$ cat src/rtl/frame110_pkg.sv
// Shared definitions for the "110" sync-line transmitter: state encoding,
// header pattern and a helper that picks header bits in transmit order.
package frame110_pkg;

    typedef enum logic [1:0] {
        IDLE = 2'b00,
        HDR  = 2'b01,
        DATA = 2'b10,
        GAP  = 2'b11
    } state_t;

    localparam logic [2:0] SYNC_HDR = 3'b110;
    localparam int         HDR_LEN  = 3;

    // Header bit idx in line order: idx 0 is the first bit on the wire.
    function automatic logic hdr_bit(input logic [1:0] idx);
        logic [2:0] h;
        h = SYNC_HDR << idx;
        return h[2];
    endfunction

endpackage

$ cat src/rtl/frame_tx110_piso_shift.sv
// Parallel-in serial-out shift register: loads a word, shifts left,
// and exposes the current MSB as the next bit to transmit.
module piso_shift #(
    parameter int DATA_W = 8
) (
    input  logic              clk,
    input  logic              reset,
    input  logic              load,
    input  logic              shift,
    input  logic [DATA_W-1:0] din,
    output logic              msb
);

    logic [DATA_W-1:0] sreg;

    always_ff @(posedge clk) begin
        if (reset) begin
            sreg <= '0;
        end else if (load) begin
            sreg <= din;
        end else if (shift) begin
            sreg <= sreg << 1;
        end
    end

    assign msb = sreg[DATA_W-1];

endmodule

$ cat src/rtl/frame_tx110.sv
// Serial frame transmitter: header 1,1,0, payload MSB first, then a run of
// idle zeros, all on one registered line bit.
module frame_tx110
    import frame110_pkg::*;
#(
    parameter int DATA_W    = 8,
    parameter int IDLE_BITS = 2,
    parameter int CNT_W     = 8
) (
    input  logic              clk,
    input  logic              reset,
    input  logic              start,
    input  logic [DATA_W-1:0] data,
    output logic              ready,
    output logic              a,
    output logic              busy,
    output logic              done,
    output logic [CNT_W-1:0]  frame_cnt
);

    // One counter serves header, payload and gap phases, so it is sized
    // for the longest of them.
    localparam int CW_D = $clog2(DATA_W + 1);
    localparam int CW_I = $clog2(IDLE_BITS + 1);
    localparam int CW_M = (CW_D > CW_I) ? CW_D : CW_I;
    localparam int BW   = (CW_M > 2) ? CW_M : 2;

    localparam logic [BW-1:0] LAST_HDR = BW'(HDR_LEN - 1);
    localparam logic [BW-1:0] LAST_BIT = BW'(DATA_W - 1);
    localparam logic [BW-1:0] LAST_GAP = BW'(IDLE_BITS - 1);

    state_t          state;
    logic [BW-1:0]   bit_idx;
    logic            load;
    logic            shift;
    logic            msb;

    assign load  = (state == IDLE) && start;
    assign shift = (state == DATA) || ((state == HDR) && (bit_idx == LAST_HDR));
    assign busy  = ~ready;

    piso_shift #(
        .DATA_W(DATA_W)
    ) u_shift (
        .clk  (clk),
        .reset(reset),
        .load (load),
        .shift(shift),
        .din  (data),
        .msb  (msb)
    );

    always_ff @(posedge clk) begin
        if (reset) begin
            state     <= IDLE;
            bit_idx   <= '0;
            a         <= 1'b0;
            ready     <= 1'b1;
            done      <= 1'b0;
            frame_cnt <= '0;
        end else begin
            done <= 1'b0;
            case (state)
                IDLE: begin
                    if (start) begin
                        state   <= HDR;
                        bit_idx <= '0;
                        a       <= hdr_bit(2'd0);
                        ready   <= 1'b0;
                    end
                end
                HDR: begin
                    if (bit_idx == LAST_HDR) begin
                        state   <= DATA;
                        bit_idx <= '0;
                        a       <= msb;
                    end else begin
                        bit_idx <= bit_idx + BW'(1);
                        a       <= hdr_bit(bit_idx[1:0] + 2'd1);
                    end
                end
                DATA: begin
                    if (bit_idx == LAST_BIT) begin
                        state     <= GAP;
                        bit_idx   <= '0;
                        a         <= 1'b0;
                        done      <= 1'b1;
                        frame_cnt <= frame_cnt + CNT_W'(1);
                    end else begin
                        bit_idx <= bit_idx + BW'(1);
                        a       <= msb;
                    end
                end
                GAP: begin
                    if (bit_idx == LAST_GAP) begin
                        state   <= IDLE;
                        bit_idx <= '0;
                        ready   <= 1'b1;
                    end else begin
                        bit_idx <= bit_idx + BW'(1);
                    end
                end
                default: begin
                    state <= IDLE;
                    ready <= 1'b1;
                end
            endcase
        end
    end

endmodule

$ cat config.mk
export PLATFORM = sky130hd
export DESIGN_NAME = frame_tx110
export DESIGN_NICKNAME = d
export VERILOG_FILES = /design/src/rtl/frame110_pkg.sv /design/src/rtl/frame_tx110_piso_shift.sv /design/src/rtl/frame_tx110.sv
export SDC_FILE = /design/constraint.sdc
export NUM_CORES = 1
export LEC_CHECK = 0
export CAP_MARGIN = 15
export CELL_PAD_IN_SITES_DETAIL_PLACEMENT = 2
export CELL_PAD_IN_SITES_GLOBAL_PLACEMENT = 2
export CORE_MARGIN = 3
export CORE_UTILIZATION = 29
export CTS_CLUSTER_SIZE = 10
export DETAILED_ROUTE_END_ITERATION = 8
export HOLD_SLACK_MARGIN = 0.03
export PLACE_DENSITY_LB_ADDON = 0.1
export SYNTH_ARGS = -nofsm -noshare
export SYNTH_HDL_FRONTEND = slang
export SYNTH_HIERARCHICAL = 1
export SYNTH_SLANG_ARGS = --single-unit
$ cat constraint.sdc
create_clock -name clk -period 1.55 [get_ports clk]
set_input_delay 0.155 -clock clk [delete_from_list [all_inputs] [get_ports clk]]
set_output_delay 0.155 -clock clk [all_outputs]
set_load 0.01 [all_outputs]
Word level (Yosys, flattened, before mapping)
Cells that the tools add are included.
{"block": "totals", "reg_bits": 25, "latch_bits": 0, "ram_bits": 0, "mem_bits_ro": 0, "out_inout_bits": 12, "memories": 0}
{"block": "classes", "add_sub_neg": 3, "mul": 0, "div": 0, "n_lt_le_gt_ge": 0, "eq_ne": 10, "shifts": 1, "mux": 20, "n_bitwise": 2, "n_reduce_logical": 12}
{"op": "4-bit 2-to-1 mux", "n": 4}
{"op": "8-bit 2-to-1 mux", "n": 2}
{"op": "4-bit one-hot mux with 4 select lines", "n": 1}
{"op": "8-bit by 1-bit adder with 8-bit output (second input constant)", "n": 1}
{"op": "2-bit 2-to-1 mux", "n": 4}
{"op": "2-bit one-hot mux with 4 select lines", "n": 1}
{"op": "1-bit 2-to-1 mux", "n": 6}
{"op": "4-bit by 1-bit adder with 4-bit output (second input constant)", "n": 1}
{"op": "2-bit == test (second input constant)", "n": 2}
{"op": "4-bit by 1-bit == test with 1-bit output (second input constant)", "n": 1}
{"op": "4-bit by 2-bit == test with 1-bit output (second input constant)", "n": 1}
{"op": "4-bit by 3-bit == test with 1-bit output (second input constant)", "n": 1}
{"op": "2-bit by 1-bit != test with 1-bit output (second input constant)", "n": 2}
{"op": "2-bit != test (second input constant)", "n": 2}
{"op": "2-bit AND reduction", "n": 2}
{"op": "4-bit AND reduction", "n": 1}
{"op": "2-bit nonzero test", "n": 2}
{"op": "1-bit one-hot mux with 3 select lines", "n": 1}
{"op": "3-bit AND reduction", "n": 1}
{"op": "3-bit nonzero test", "n": 1}
{"op": "3-bit by 2-bit << shifter with 3-bit output (first input constant)", "n": 1}
{"op": "2-bit by 1-bit adder with 2-bit output (second input constant)", "n": 1}
{"op": "2-bit by 1-bit == test with 1-bit output (second input constant)", "n": 1}
{"op": "1-bit logical AND", "n": 2}
{"op": "5 further kinds", "n": 6}

Depth between registers and ports, before layout
{"block": "logic_depth", "ltp_word": 5, "ltp_mapped": 7}

Hierarchy
Netlist, hierarchy kept.
{"mod": "frame_tx110", "n_inst": 1, "cells_per_inst": 124, "area_per_inst_um2": 1046.0, "seq_area_each_um2": 340.3}
{"mod": "piso_shift", "n_inst": 1, "cells_per_inst": 35, "area_per_inst_um2": 369.1, "seq_area_each_um2": 160.2}

Least setup slack after synthesis
OpenSTA, ideal clock, no wires.
{"block": "synth_timing", "path_kind": "register to register", "startpoint": "register state[0]", "endpoint": "register u_shift.sreg[0]", "setup_ps": 70, "arrival_time_ps": 1520, "t_required_ps": 1480, "setup_slack_ps": -40, "path_stages_with_launch": 8, "n_path_buf": 1, "synth_period_minus_slack_ps": 1590, "path_cell_list": "dfxtp_1 > inv_1 > ha_1 > inv_2 > o31ai_1 > buf_6 > or3b_1 > a21oi_1"}
{"block": "synth_via", "elab_chain_len": 4}
{"element": "from (decl)", "line_no": "frame_tx110.sv:32", "text": "state_t state;"}
{"element": "from (signal assigned)", "line_no": "frame_tx110.sv:55", "text": "state <= IDLE;"}
{"element": "from (signal assigned)", "line_no": "frame_tx110.sv:66", "text": "state <= HDR;"}
{"element": "from (signal assigned)", "line_no": "frame_tx110.sv:74", "text": "state <= DATA;"}
{"element": "2-bit by 1-bit == test with 1-bit output", "line_no": "frame_tx110.sv:39", "text": "assign shift = (state == DATA) || ((state == HDR) && (bit_idx == LAST_HDR));"}
{"element": "1-bit logical AND", "line_no": "frame_tx110.sv:39"}
{"element": "1-bit logical OR (*)", "line_no": "frame_tx110.sv:39"}
{"element": "net shift", "line_no": "frame_tx110.sv:35", "text": "logic shift;"}
{"element": "2-bit nonzero test (no line) (*)"}
{"element": "to (signal assigned)", "line_no": "frame_tx110_piso_shift.sv:20", "text": "sreg <= din;"}
{"element": "to (signal assigned)", "line_no": "frame_tx110_piso_shift.sv:22", "text": "sreg <= sreg << 1;"}
{"element": "to (decl)", "line_no": "frame_tx110_piso_shift.sv:14", "text": "logic [DATA_W-1:0] sreg;"}
Mark *: on every way through the listed nets, which the timed path passes. The rest lies on a longest branch.
A chain may end at the register's enable or synchronous reset.

Final worst setup path
Same ends and word-level chain as after synthesis.

==> Flow_metrics.wiki <==
{| class="wikitable"
! Metric !! Value
|-
| Result of the run || finished, violations left
|-
| Violations in the final reports || negative setup slack
|-
| Max_slew headroom || 70.08%
|-
| Vias per std cell || 5.033
|-
| Synth Register Bits || 25
|-
| Kind of critical path || reg -> reg
|-
| Buffer levels on the longest clock path || 2
|-
| Port-buffer cells || 22
|-
| Total number of vias || 1389
|-
| Floorplan die area || 5754 um^2
|-
| Non-filler cells in the finished layout || 276
|-
| Adder and majority gate portion of the synthesized area || 8.842%
|-
| Clk_skew || 2.999 ps
|-
| Average cell area after synthesis || 8.900 um^2
|-
| Library cells used by synthesis || 43
|-
| Starting Density || 31.21%
|-
| Die X-Extent || 75.86 um
|-
| Tightest Pin Transition || 447.4 ps
|-
| Maximum ir drop on the vdd rail || 0.8210 mV
|-
| Area fraction in and, or, nand and nor cells after synthesis || 22.99%
|-
| Unrepaired setup endpoints after global routing || true
|-
| Sequential element share of the synthesized area || 35.37%
|-
| Xor and xnor area share after synthesis || 3.714%
|-
| Number of hold violations in the final report || 0
|-
| Highest-count cells in the layout ignoring fill and taps || sky130_fd_sc_hd__buf_4, sky130_fd_sc_hd__clkdlybuf4s50_1, sky130_fd_sc_hd__dfxtp_1
|-
| Number of global-route vias before repair || 1561
|-
| DRT Wirelength || 5.266 mm
|-
| Inserted Diodes || 0
|-
| Register-to-register setup slack || -50 ps
|-
| Overflow left after global routing || 0
|-
| Share of synthesized registers carrying an async set or reset || 0%
|-
| Post-route DRC || 0
|-
| Worst hold path type || in -> reg
|-
| Nature of the critical path startpoint || flip-flop
|-
| Fraction of final layout cells sized beyond drive strength 1 || 36.49%
|-
| CTS tree || done
|-
| Number of synthesized flops with an enable pin || 0
|-
| Ports placed on the boundary || 23
|-
| Final-layout setup total negative slack || -141.5 ps
|-
| Worst Setup Slack, final || -51.81 ps
|-
| Die boundary height || 75.86 um
|-
| Worst hold path cell count || 3
|-
| Net count of the finished layout || 233
|-
| Area growth syn-to-layout || 55.35%
|-
| Gate Count Post-Synth || 159
|-
| Clock transition time at the flip-flop clock pins of the worst setup and hold paths || 100 ps
|-
| Combinational family with the most area after synthesis || simple AND/OR/NAND/NOR gates
|-
| Arrival time at the worst endpoint || 1820 ps
|-
| Insertion delay of the later-clocked pin in the worst-skew pair || 280 ps
|-
| Clock buffer count from CTS || 3
|-
| Maximum number of pins on one net before global-route repair || 15
|-
| Leading register cell type out of synthesis || sky130_fd_sc_hd__dfxtp_1
|-
| First-pass iteration count of the detailed router || 4
|-
| Power density over cell area || 1463 nW/um^2
|-
| Critical Path Fanout Max || 8
|-
| Worst reg2reg path depth || 7
|-
| Compound-Gate Fraction of Synth Area || 18.13%
|-
| Synthesis Warnings || 6
|-
| Final worst-path cycle share || 103.3%
|-
| Clk sink count || 25
|-
| Core area || 4534 um^2
|-
| Max-Cap Viols || 0
|-
| Core Rows || 24
|-
| Number of nets with antenna violations after routing || 0
|-
| Most area-consuming cells after synthesis || sky130_fd_sc_hd__dfxtp_1, sky130_fd_sc_hd__ha_1, sky130_fd_sc_hd__mux2i_1, sky130_fd_sc_hd__a211oi_1, sky130_fd_sc_hd__nor2_1
|-
| Routability Congestion || 0.7944
|-
| Global-route wire length before repair || 7.776 mm
|-
| Depth of the CTS H-tree || 1
|-
| Static leakage || 0.8613 nW
|-
| Final Max Slew Viols || 0
|-
| Wire length per cell || 19.08 um
|-
| Count of endpoints failing setup in the final report || 4
|-
| Crit path time final || 1602 ps
|-
| Most common library cell in the layout ignoring fill and taps || sky130_fd_sc_hd__buf_4
|-
| DP Cell Count || 266
|-
| Fraction of synthesized cell area taken by the top area cell type || 35.37%
|-
| Largest area contributor in the netlist || sky130_fd_sc_hd__dfxtp_1
|-
| CTS root buffer || sky130_fd_sc_hd__clkbuf_8
|-
| Total global-route track usage || 18.19%
|-
| Detail Placement HPWL || 3.471 mm
|-
| Net count after synthesis || 180
|-
| CP Data Required Time || 1760 ps
|-
| Max frequency || 0.6243 GHz
|-
| Drt initial violations || 42
|-
| Mux share of post-synthesis cell area || 4.951%
|-
| Area of the mapped netlist || 1415 um^2
|-
| Worst Setup End Kind || flip-flop
|-
| Initial antenna violation count || 0
|}
==> path summary, 6_finish.rpt <==
kind | from | to
min reg2reg | a | a
max reg2reg | state[0] | u_shift/sreg[0]
max | state[0] | u_shift/sreg[0]
min | data[1] | u_shift/sreg[1]
==> cell type report <==
cell class | instances | area [um^2]
tap | 65 | 81.33
inverter | 11 | 46.29
timing repair buffer | 55 | 488.0
clock buffer | 3 | 41.29
sequential | 25 | 514.2
multi-input combinational | 116 | 1022
fill | 487 | 2336
clock inverter | 1 | 5.005
==> flip-flops by register name, indices dropped and copies added, names as in the netlist <==
signal / count
u_shift/sreg: 8
state: 2
a: 1
ready: 1
done: 1
frame_cnt: 8
bit_idx: 4
==> report_power, final <==
part	total, mW	switching, mW	internal (mW)
Sequential	0.899	0.108	0.791
Clock	0.418	0.237	0.181
Combinational	1.90	0.933	0.967
Total	3.22	1.28	1.94
==> stage by stage <==
stage	total power, mW	utilization [%]	setup WS [ps]	hold slack, ps	area (um^2)
final	3.217	48.48	-51.81	484.4	2198
after global routing	3.430	48.48	-129.7	487.4	2198
after CTS	2.946	45.72	-7.449	457.5	2073
after detailed placement	2.245	41.47	-232.8	497.7	1881
after global placement	2.154	41.47	-102.9	480.4	1881
after floorplan	1.628	-	40.05	299.6	1420
==> worst max-delay path, stage by stage, from the launching register on <==
cell and delay, ps:
sky130_fd_sc_hd__dfxtp_4 370, sky130_fd_sc_hd__buf_4 140, sky130_fd_sc_hd__ha_4 180, sky130_fd_sc_hd__nand2_4 80, sky130_fd_sc_hd__o31ai_4 70, sky130_fd_sc_hd__buf_12 150
sky130_fd_sc_hd__or3b_4 380, sky130_fd_sc_hd__a21oi_2 170
==> synth_stat cells (2+ instances only) <==
master / instances
sky130_fd_sc_hd__a211oi_1: 8
sky130_fd_sc_hd__a21oi_1: 5
sky130_fd_sc_hd__and2_1: 2
sky130_fd_sc_hd__buf_2: 2
sky130_fd_sc_hd__dfxtp_1: 25
sky130_fd_sc_hd__ha_1: 10
sky130_fd_sc_hd__inv_1: 10
sky130_fd_sc_hd__mux2i_1: 7
sky130_fd_sc_hd__nand2_1: 9
sky130_fd_sc_hd__nand2b_1: 5
sky130_fd_sc_hd__nand3_1: 5
sky130_fd_sc_hd__nor2_1: 16
sky130_fd_sc_hd__nor2b_1: 9
sky130_fd_sc_hd__nor3_1: 4
sky130_fd_sc_hd__o2111ai_1: 3
sky130_fd_sc_hd__o211ai_1: 2
sky130_fd_sc_hd__o21ai_0: 6
sky130_fd_sc_hd__o21bai_1: 2
sky130_fd_sc_hd__xnor2_1: 4
sky130_fd_sc_hd__xor2_1: 2
==> repair_timing <==
action                                  CTS  global route
hold endpoints to repair                  0             0
hold buffers                              0             0
pin swaps                                 7            19
endpoints found under the setup margin   22            20
resized for setup                        30            25
setup buffers                             3             4
==> kinds of logic (layout without fill, tap and decap cells) <==
family / count (synthesis) / after routing
flip-flops: 25 / 25
adder cells (fa/ha/maj): 10 / 10
AND/OR/NAND/NOR: 57 / 57
XOR/XNOR: 6 / 6
multiplexers: 7 / 7
buffers and inverters: 18 / 70
AO/OA/AOI/OAI: 36 / 36
==> per-layer routing <==
layer	vias to the layer above	part of all wire [%]	track usage, %
li1	664	-	-
met5	-	0	0
met3	9	2.0	1.715
met2	19	58	35.84
met4	0	2.4	7.573
met1	697	38	19.27
(Power assumes the default switching activity.)
